<file path="src/rtl/rf_read_arbiter_pkg.sv">
// Shared defaults and reset values for the register-file read arbiter.
package rf_read_arbiter_pkg;
  localparam int NREQ_DEF   = 3;
  localparam int AW_DEF     = 3;
  localparam int DW_DEF     = 8;
  localparam int SEL_RST    = 0;
  localparam int RR_PTR_RST = 0;
endpackage

</file>
<file path="src/rtl/rf_read_arbiter_rr_pick.sv">
// Combinational round-robin picker: first eligible index at or after ptr, wrapping.
// Zero latency; no backpressure (pure function of its inputs).
module rf_read_arbiter_rr_pick #(
  parameter int NREQ = 3,
  parameter int PW   = (NREQ > 1) ? $clog2(NREQ) : 1
) (
  input  logic [NREQ-1:0] elig,
  input  logic [PW-1:0]   ptr,
  output logic [NREQ-1:0] win,
  output logic            found
);

  // Scan offsets k = 0..NREQ-1 from ptr; the first hit wins.
  always_comb begin
    win   = '0;
    found = 1'b0;
    for (int k = 0; k < NREQ; k++) begin
      for (int i = 0; i < NREQ; i++) begin
        if (!found && elig[i] && (((int'(ptr) + k) % NREQ) == i)) begin
          win[i] = 1'b1;
          found  = 1'b1;
        end
      end
    end
  end

endmodule

</file>
<file path="src/rtl/rf_read_arbiter.sv">
// Round-robin share of the register-file read mux: req at t, gnt/sel at t+1, rvalid/rdata at t+2.
// Backpressure: requesters hold req until gnt; a just-granted requester is skipped for one decision.
module rf_read_arbiter
  import rf_read_arbiter_pkg::*;
#(
  parameter int NREQ = NREQ_DEF,
  parameter int AW   = AW_DEF,
  parameter int DW   = DW_DEF
) (
  input  logic               clk,
  input  logic               rst,
  input  logic [NREQ-1:0]    req,
  input  logic [NREQ*AW-1:0] addr,
  output logic [NREQ-1:0]    gnt,
  output logic [AW-1:0]      sel,
  input  logic [DW-1:0]      mux_dout,
  output logic [DW-1:0]      rdata,
  output logic [NREQ-1:0]    rvalid
);

  localparam int PW = (NREQ > 1) ? $clog2(NREQ) : 1;

  logic [PW-1:0]   rr_ptr;
  logic [NREQ-1:0] elig;
  logic [NREQ-1:0] win;
  logic            found;
  logic [PW-1:0]   widx;
  logic [AW-1:0]   wsel;
  logic [PW-1:0]   nxt_ptr;

  // A requester holding gnt this cycle is still showing req; mask it out.
  assign elig = req & ~gnt;

  rf_read_arbiter_rr_pick #(
    .NREQ (NREQ),
    .PW   (PW)
  ) u_pick (
    .elig  (elig),
    .ptr   (rr_ptr),
    .win   (win),
    .found (found)
  );

  always_comb begin
    widx = '0;
    wsel = '0;
    for (int i = 0; i < NREQ; i++) begin
      if (win[i]) begin
        widx = i[PW-1:0];
        wsel = addr[i*AW +: AW];
      end
    end
    nxt_ptr = (int'(widx) == NREQ - 1) ? '0 : widx + 1'b1;
  end

  always_ff @(posedge clk) begin
    if (rst) begin
      gnt    <= '0;
      sel    <= AW'(SEL_RST);
      rr_ptr <= PW'(RR_PTR_RST);
      rdata  <= '0;
      rvalid <= '0;
    end else begin
      gnt    <= found ? win : '0;
      rvalid <= gnt;
      if (found) begin
        sel    <= wsel;
        rr_ptr <= nxt_ptr;
      end
      // Mux output reflects sel during the grant cycle; hold rdata otherwise.
      if (|gnt) begin
        rdata <= mux_dout;
      end
    end
  end

endmodule
</file>
<file path="config.mk">
export PLATFORM = sky130hd
export DESIGN_NAME = rf_read_arbiter
export DESIGN_NICKNAME = d
export VERILOG_FILES = /design/src/rtl/rf_read_arbiter_pkg.sv /design/src/rtl/rf_read_arbiter_rr_pick.sv /design/src/rtl/rf_read_arbiter.sv
export SDC_FILE = /design/constraint.sdc
export NUM_CORES = 1
export LEC_CHECK = 0
export ABC_AREA = 0
export CORE_UTILIZATION = 45
export DETAILED_ROUTE_END_ITERATION = 8
export PLACE_DENSITY = 0.87
export SYNTH_ARGS = -nofsm -noshare
export SYNTH_HDL_FRONTEND = slang
export SYNTH_SLANG_ARGS = --single-unit
</file>
<file path="constraint.sdc">
create_clock -name clk -period 4.95 [get_ports clk]
set_input_delay 1.2375 -clock clk [delete_from_list [all_inputs] [get_ports clk]]
set_output_delay 1.2375 -clock clk [all_outputs]
set_load 0.005 [all_outputs]
</file>
# After elaboration in Yosys (flattened, before gate mapping)

Index checks and enable logic that the tools add are counted.

Add/sub/neg operators: 3
Multiply operators: 0
Divide/modulo/power cells: 3
$lt $le $gt $ge: 0
Equality and inequality tests: 7
Shifts and indexed selects: 0
Muxes and demuxes: 23
Bitwise operators: 3
Reduce and logical (&&, ||, !) cells: 30

Operators with widths:

| operator                                                                  | count |
|---|---|
| 32-bit by 2-bit equality test with 1-bit output (second input constant)   | 3 |
| 32-bit by 3-bit equality test with 1-bit output (second input constant)   | 3 |
| 32-bit logical NOT                                                        | 3 |
| 32-bit by 3-bit remainder unit with 32-bit output (second input constant) | 2 |
| 3-bit by 3-bit remainder unit with 32-bit output (second input constant)  | 1 |
| 1-bit two-way mux                                                         | 18 |
| 1-bit logical AND                                                         | 17 |
| 3-bit two-way mux                                                         | 3 |
| 1-bit logical NOT                                                         | 8 |
| 2-bit two-way mux                                                         | 2 |
| 2-bit by 1-bit adder with 3-bit output (second input constant)            | 1 |
| 2-bit by 2-bit adder with 3-bit output (second input constant)            | 1 |
| 3-bit AND                                                                 | 1 |
| 3-bit inverter                                                            | 1 |
| 3-bit OR reduction                                                        | 1 |
| 2-bit by 1-bit adder with 2-bit output (second input constant)            | 1 |
| 2-bit equality test (second input constant)                               | 1 |
| 2-bit OR reduction                                                        | 1 |
| 1-bit inverter                                                            | 1 |

Register bits: 19
Bits in latches: 0
Bits in writable memories: 0
Memory bits (read-only): 0
Memories: 0

# Longest topological paths before layout

Word-level depth: 39
Depth in mapped cells: 8
Depth with buffers taken out: 7

# Hierarchy

Synthesis repeated with hierarchy kept, for this count alone.

Cell total of the unflattened synthesis: 97
Area total of the unflattened synthesis: 934.6 um2

By module, submodules not included:

| module                  | times used | cells each | area each (um2) |
|---|---|---|---|
| rf_read_arbiter         | 1          | 80         | 802.0 |
| rf_read_arbiter_rr_pick | 1          | 17         | 132.6 |

# Least setup slack after synthesis

No wires, ideal clock.

Path kind: input port to flip-flop
From: in req[1]
To: reg sel[0]
Arrival: 2200 ps
Setup slack: 2655 ps
Cell stages on the path: 5
Path buffers: 0
Path through: or2b_4 nor2_2 nor4_4 a221oi_1 a221oi_1

Longest elaborated chain between the ends: 33

RTL lines:

| item                            | line                          | RTL |
|---|---|---|
| start, declared                 | rf_read_arbiter.sv:12         | `input logic [NREQ-1:0] req,` |
| 3-bit AND (*)                   | rf_read_arbiter.sv:32         | `assign elig = req & ~gnt;` |
| 1-bit logical AND (2 in series) | rf_read_arbiter_rr_pick.sv:19 | `if (!found && elig[i] && (((int'(ptr) + k) % NREQ) == i)) begin` |
| 1-bit two-way mux               | rf_read_arbiter_rr_pick.sv:19 |  |
| 1-bit logical NOT               | rf_read_arbiter_rr_pick.sv:19 |  |
| 1-bit logical AND (2 in series) | rf_read_arbiter_rr_pick.sv:19 |  |
| 1-bit two-way mux               | rf_read_arbiter_rr_pick.sv:19 |  |
| 1-bit logical NOT               | rf_read_arbiter_rr_pick.sv:19 |  |
| 1-bit logical AND (2 in series) | rf_read_arbiter_rr_pick.sv:19 |  |
| (+12 left out)                  | --                            |  |
| 1-bit two-way mux               | rf_read_arbiter_rr_pick.sv:19 |  |
| 1-bit logical NOT               | rf_read_arbiter_rr_pick.sv:19 |  |
| 1-bit logical AND (2 in series) | rf_read_arbiter_rr_pick.sv:19 |  |
| 1-bit two-way mux               | rf_read_arbiter_rr_pick.sv:19 |  |
| 1-bit logical NOT               | rf_read_arbiter_rr_pick.sv:19 |  |
| 1-bit logical AND (2 in series) | rf_read_arbiter_rr_pick.sv:19 |  |
| 1-bit two-way mux               | rf_read_arbiter_rr_pick.sv:19 |  |
| 3-bit two-way mux               | rf_read_arbiter.sv:48         | `if (win[i]) begin` |
| end signal, assigned            | rf_read_arbiter.sv:59         | `sel <= AW'(SEL_RST);` |
| end signal, assigned            | rf_read_arbiter.sv:67         | `sel <= wsel;` |
| end, declared                   | rf_read_arbiter.sv:15         | `output logic [AW-1:0] sel,` |

Every way passes the cells marked *; elsewhere a longest branch is shown, timed or not.
A chain may end at the register's enable or synchronous reset.

# Worst setup path in the final report

Ends and elaborated chain as after synthesis.

==> results.md <==
* Ys flop type: dfxtp_1
* Leakage at 0.5368 nW
* Port Buffer Count at 38
* Antenna cells at 0
* Worst Path Class, Setup: in -> reg
* CP required at 5.15 ns
* Worst Path Arrival at 2.83 ns
* Top post-synthesis cells by count: 19 x dfxtp_1, 12 x nor2_1, 11 x mux2i_1
* Post-DRT Antenna Nets at 0
* Pins over their slew limit at 0
* Cell Rows at 16
* Gr usage total at 20.81%
* Cells after Synth at 92
* Reg-to-reg critical path startpoint: rr_ptr[0]$_SDFFE_PP0P_
* CTS Sinks at 19
* Fmax at 380.4 MHz
* Critical Path Sink: sel[0]$_SDFFE_PP0P_
* Final Hold Vio Count at 0
* Die area at 2318 um^2
* Die Y-Extent at 48.15 um
* Root buf cell: clkbuf_4
* Asr flop ratio synth at 0%
* Clk pwr share at 16.0%
* Pint at 0.3231 mW
* Min Tclk post-route at 2.629 ns
* DIE WIDTH at 48.15 um
* Yosys cell types at 32
* Sw power at 0.1622 mW
* Max Cap Violations at 0
* Worst Hold Class: reg -> reg
* Area Growth Syn to Fin at 44.12%
* Sequential power share at 39.4%
* Hold-fix buffers, CTS at 0
* Status: finished clean
* Setup bufs post-CTS at 0
* RSZ-0062 raised after global routing: no
* Total Wirelength at 2092 um
* Dominant cells by area after synthesis: dfxtp_1 40%, mux2i_1 11%, nor2_1 4.7%
* Comb pwr share at 44.6%
* R2R depth at 7
* Post-synth net total at 116
* Number of vias per cell at 5.158
* Synthesized area at 958.4 um^2
* Post-cts sizing count at 0
* Post-route core utilization at 69.70%
* Worst setup SP type: input port
* R2R Path End: sel[1]$_SDFFE_PP0P_
* CTS Buf Count at 3
* Synth top area share at 39.69%
* CTS tree: done
* Net Sw Frac at 33.42%
* Filler cells at 157
* Crit path from: req[1]
* H-tree Lvls at 1
* PnR worst setup slack at 2.321 ns
* Yosys reg bits at 19
* 1st-iter DRT viols at 6
* Syn avg cell area at 10.42 um^2
* Initial core utilization at 48.36%
* Largest net degree at the start of global routing at 21
* Layout Nets at 156
* Core Box Area at 1982 um^2
* CP max FO at 6
* Clk buf depth at 2
* Post-synth EDFFs at 0
* Flop-to-flop setup slack at 2.90 ns
* Global-route wire length before repair at 3277 um
* Hold Startpoint: rdata[4]$_SDFFE_PP0P_
* Clk slew on worst S/H paths at 0.10 ns
* Synth Warn # at 0
* Crit share post-route at 53.10%
* Final setup fails at 0
* Type of destination of the critical path: register
* # IOs at 39
* Pre-CTS WS at 2.039 ns
* Number of global-route vias before repair at 747
* Gr ovfl total at 0
* Peak supply drop at 267.2 uV
* Worst Max-Slew Pin Slew at 0.7826 ns
* Final HPWL from detailed placement at 1653 um
* Share of cells above drive strength 1 at 13.74%
* Area leader, netlist: dfxtp_1
* DRC violations left at 0
* Worst skew pair latency at 0.30 ns
* TritonRoute pass-1 iters at 4
* Setup TNS at 0 ns
* Worst Skew at 0.005849 ns
* Initial antenna violation count at 0
* Final Wtd Congestion at 0.7170
* Slew headroom at 47.54%
* Leading cell type by number of instances after synthesis: dfxtp_1
* Routed len/inst at 13.24 um
* Cell Pwr Density at 351.4 nW/um^2
* DR vias at 815
* Sequential fraction of the synthesis area at 39.69%
==> power groups by stage <==
| stage | Combinational, mW | Clock [mW] | Sequential (mW) |
|---|---|---|---|
| floorplan | 0.142 | 0 | 0.195 |
| global placement | 0.209 | 0 | 0.194 |
| detailed placement | 0.216 | 0 | 0.195 |
| CTS | 0.217 | 0.0785 | 0.192 |
| global route | 0.236 | 0.0876 | 0.195 |
| finish | 0.216 | 0.0776 | 0.191 |
==> sequential cells by signal (all words and copies together), names as in the netlist <==
| name | count |
|---|---|
| sel | 3 |
| rdata | 8 |
| gnt | 3 |
| rvalid | 3 |
| rr_ptr | 2 |
==> how the worst min path moves through the flow <==
stage	endpoint	slack, ns	cells after the start
global route	sel[2]$_SDFFE_PP0P_	0.55	2
CTS	rdata[4]$_SDFFE_PP0P_	0.51	2
floorplan	rr_ptr[1]$_SDFFE_PP0P_	0.48	2
global placement	rdata[6]$_SDFFE_PP0P_	0.48	2
finish	rdata[4]$_SDFFE_PP0P_	0.51	2
detailed placement	rdata[4]$_SDFFE_PP0P_	0.49	2
==> cell type report <==
| type | instances | area [um^2] | area share [%] |
|---|---|---|---|
| clock buffers | 3 | 22.52 | 1.630 |
| clock inverters | 1 | 5.005 | 0.3623 |
| multi-input cells | 67 | 548.0 | 39.67 |
| flip-flops and latches | 19 | 380.4 | 27.54 |
| inverters | 3 | 11.26 | 0.8152 |
| repair buffers | 38 | 380.4 | 27.54 |
| well taps | 27 | 33.78 | 2.446 |
==> cell usage in the layout, fill, tap and decap left out, types with 2 or more instances in the layout <==
cell / n
nor2_1: 12
a221oi_1: 4
clkdlybuf4s50_1: 38
nand2b_4: 2
a31oi_1: 2
inv_1: 3
nand3b_1: 2
nand2_1: 2
nor2b_1: 6
nor3_1: 2
ha_1: 2
a21oi_1: 6
mux2i_1: 11
clkbuf_4: 3
dfxtp_1: 19
==> per-layer routing <==
| layer | global-route usage [%] | part of all wire [%] | vias up |
|---|---|---|---|
| li1 | - | - | 409 |
| met1 | 24.94 | 42 | 381 |
| met2 | 36.27 | 52 | 25 |
| met3 | 7.407 | 5.3 | 0 |
| met4 | 3.333 | 0 | 0 |
| met5 | 0 | 0 | - |
==> per-stage QoR <==
| step | hold WS [ns] | total power, mW | cell area [um^2] | instances |
|---|---|---|---|---|
| 6_report | 0.5097 | 0.4854 | 1381 | 158 |
| 5_1_grt | 0.5470 | 0.5181 | 1381 | 158 |
| 4_1_cts | 0.5144 | 0.4869 | 1381 | 158 |
| 3_5_place_dp | 0.4894 | 0.4107 | 1354 | 154 |
| 3_3_place_gp | 0.4780 | 0.4029 | 1354 | 154 |
| 2_1_floorplan | 0.4847 | 0.3360 | 958.4 | 92 |
==> worst max-delay path, stage by stage <==
cell and delay, ns:
clkdlybuf4s50_1 0.43, or2b_4 0.28, nor2_2 0.07, nor4_4 0.42
a221oi_1 0.09, a221oi_1 0.30
==> logic make-up after synthesis <==
logic type	count (synthesis)	synth area share, %
simple gates	34	23.89
compound gates	20	19.19
flops	19	39.69
mux	11	11.49
buf+inv	6	3.132
fa+ha+maj	2	2.611
(Power assumes the default switching activity.)
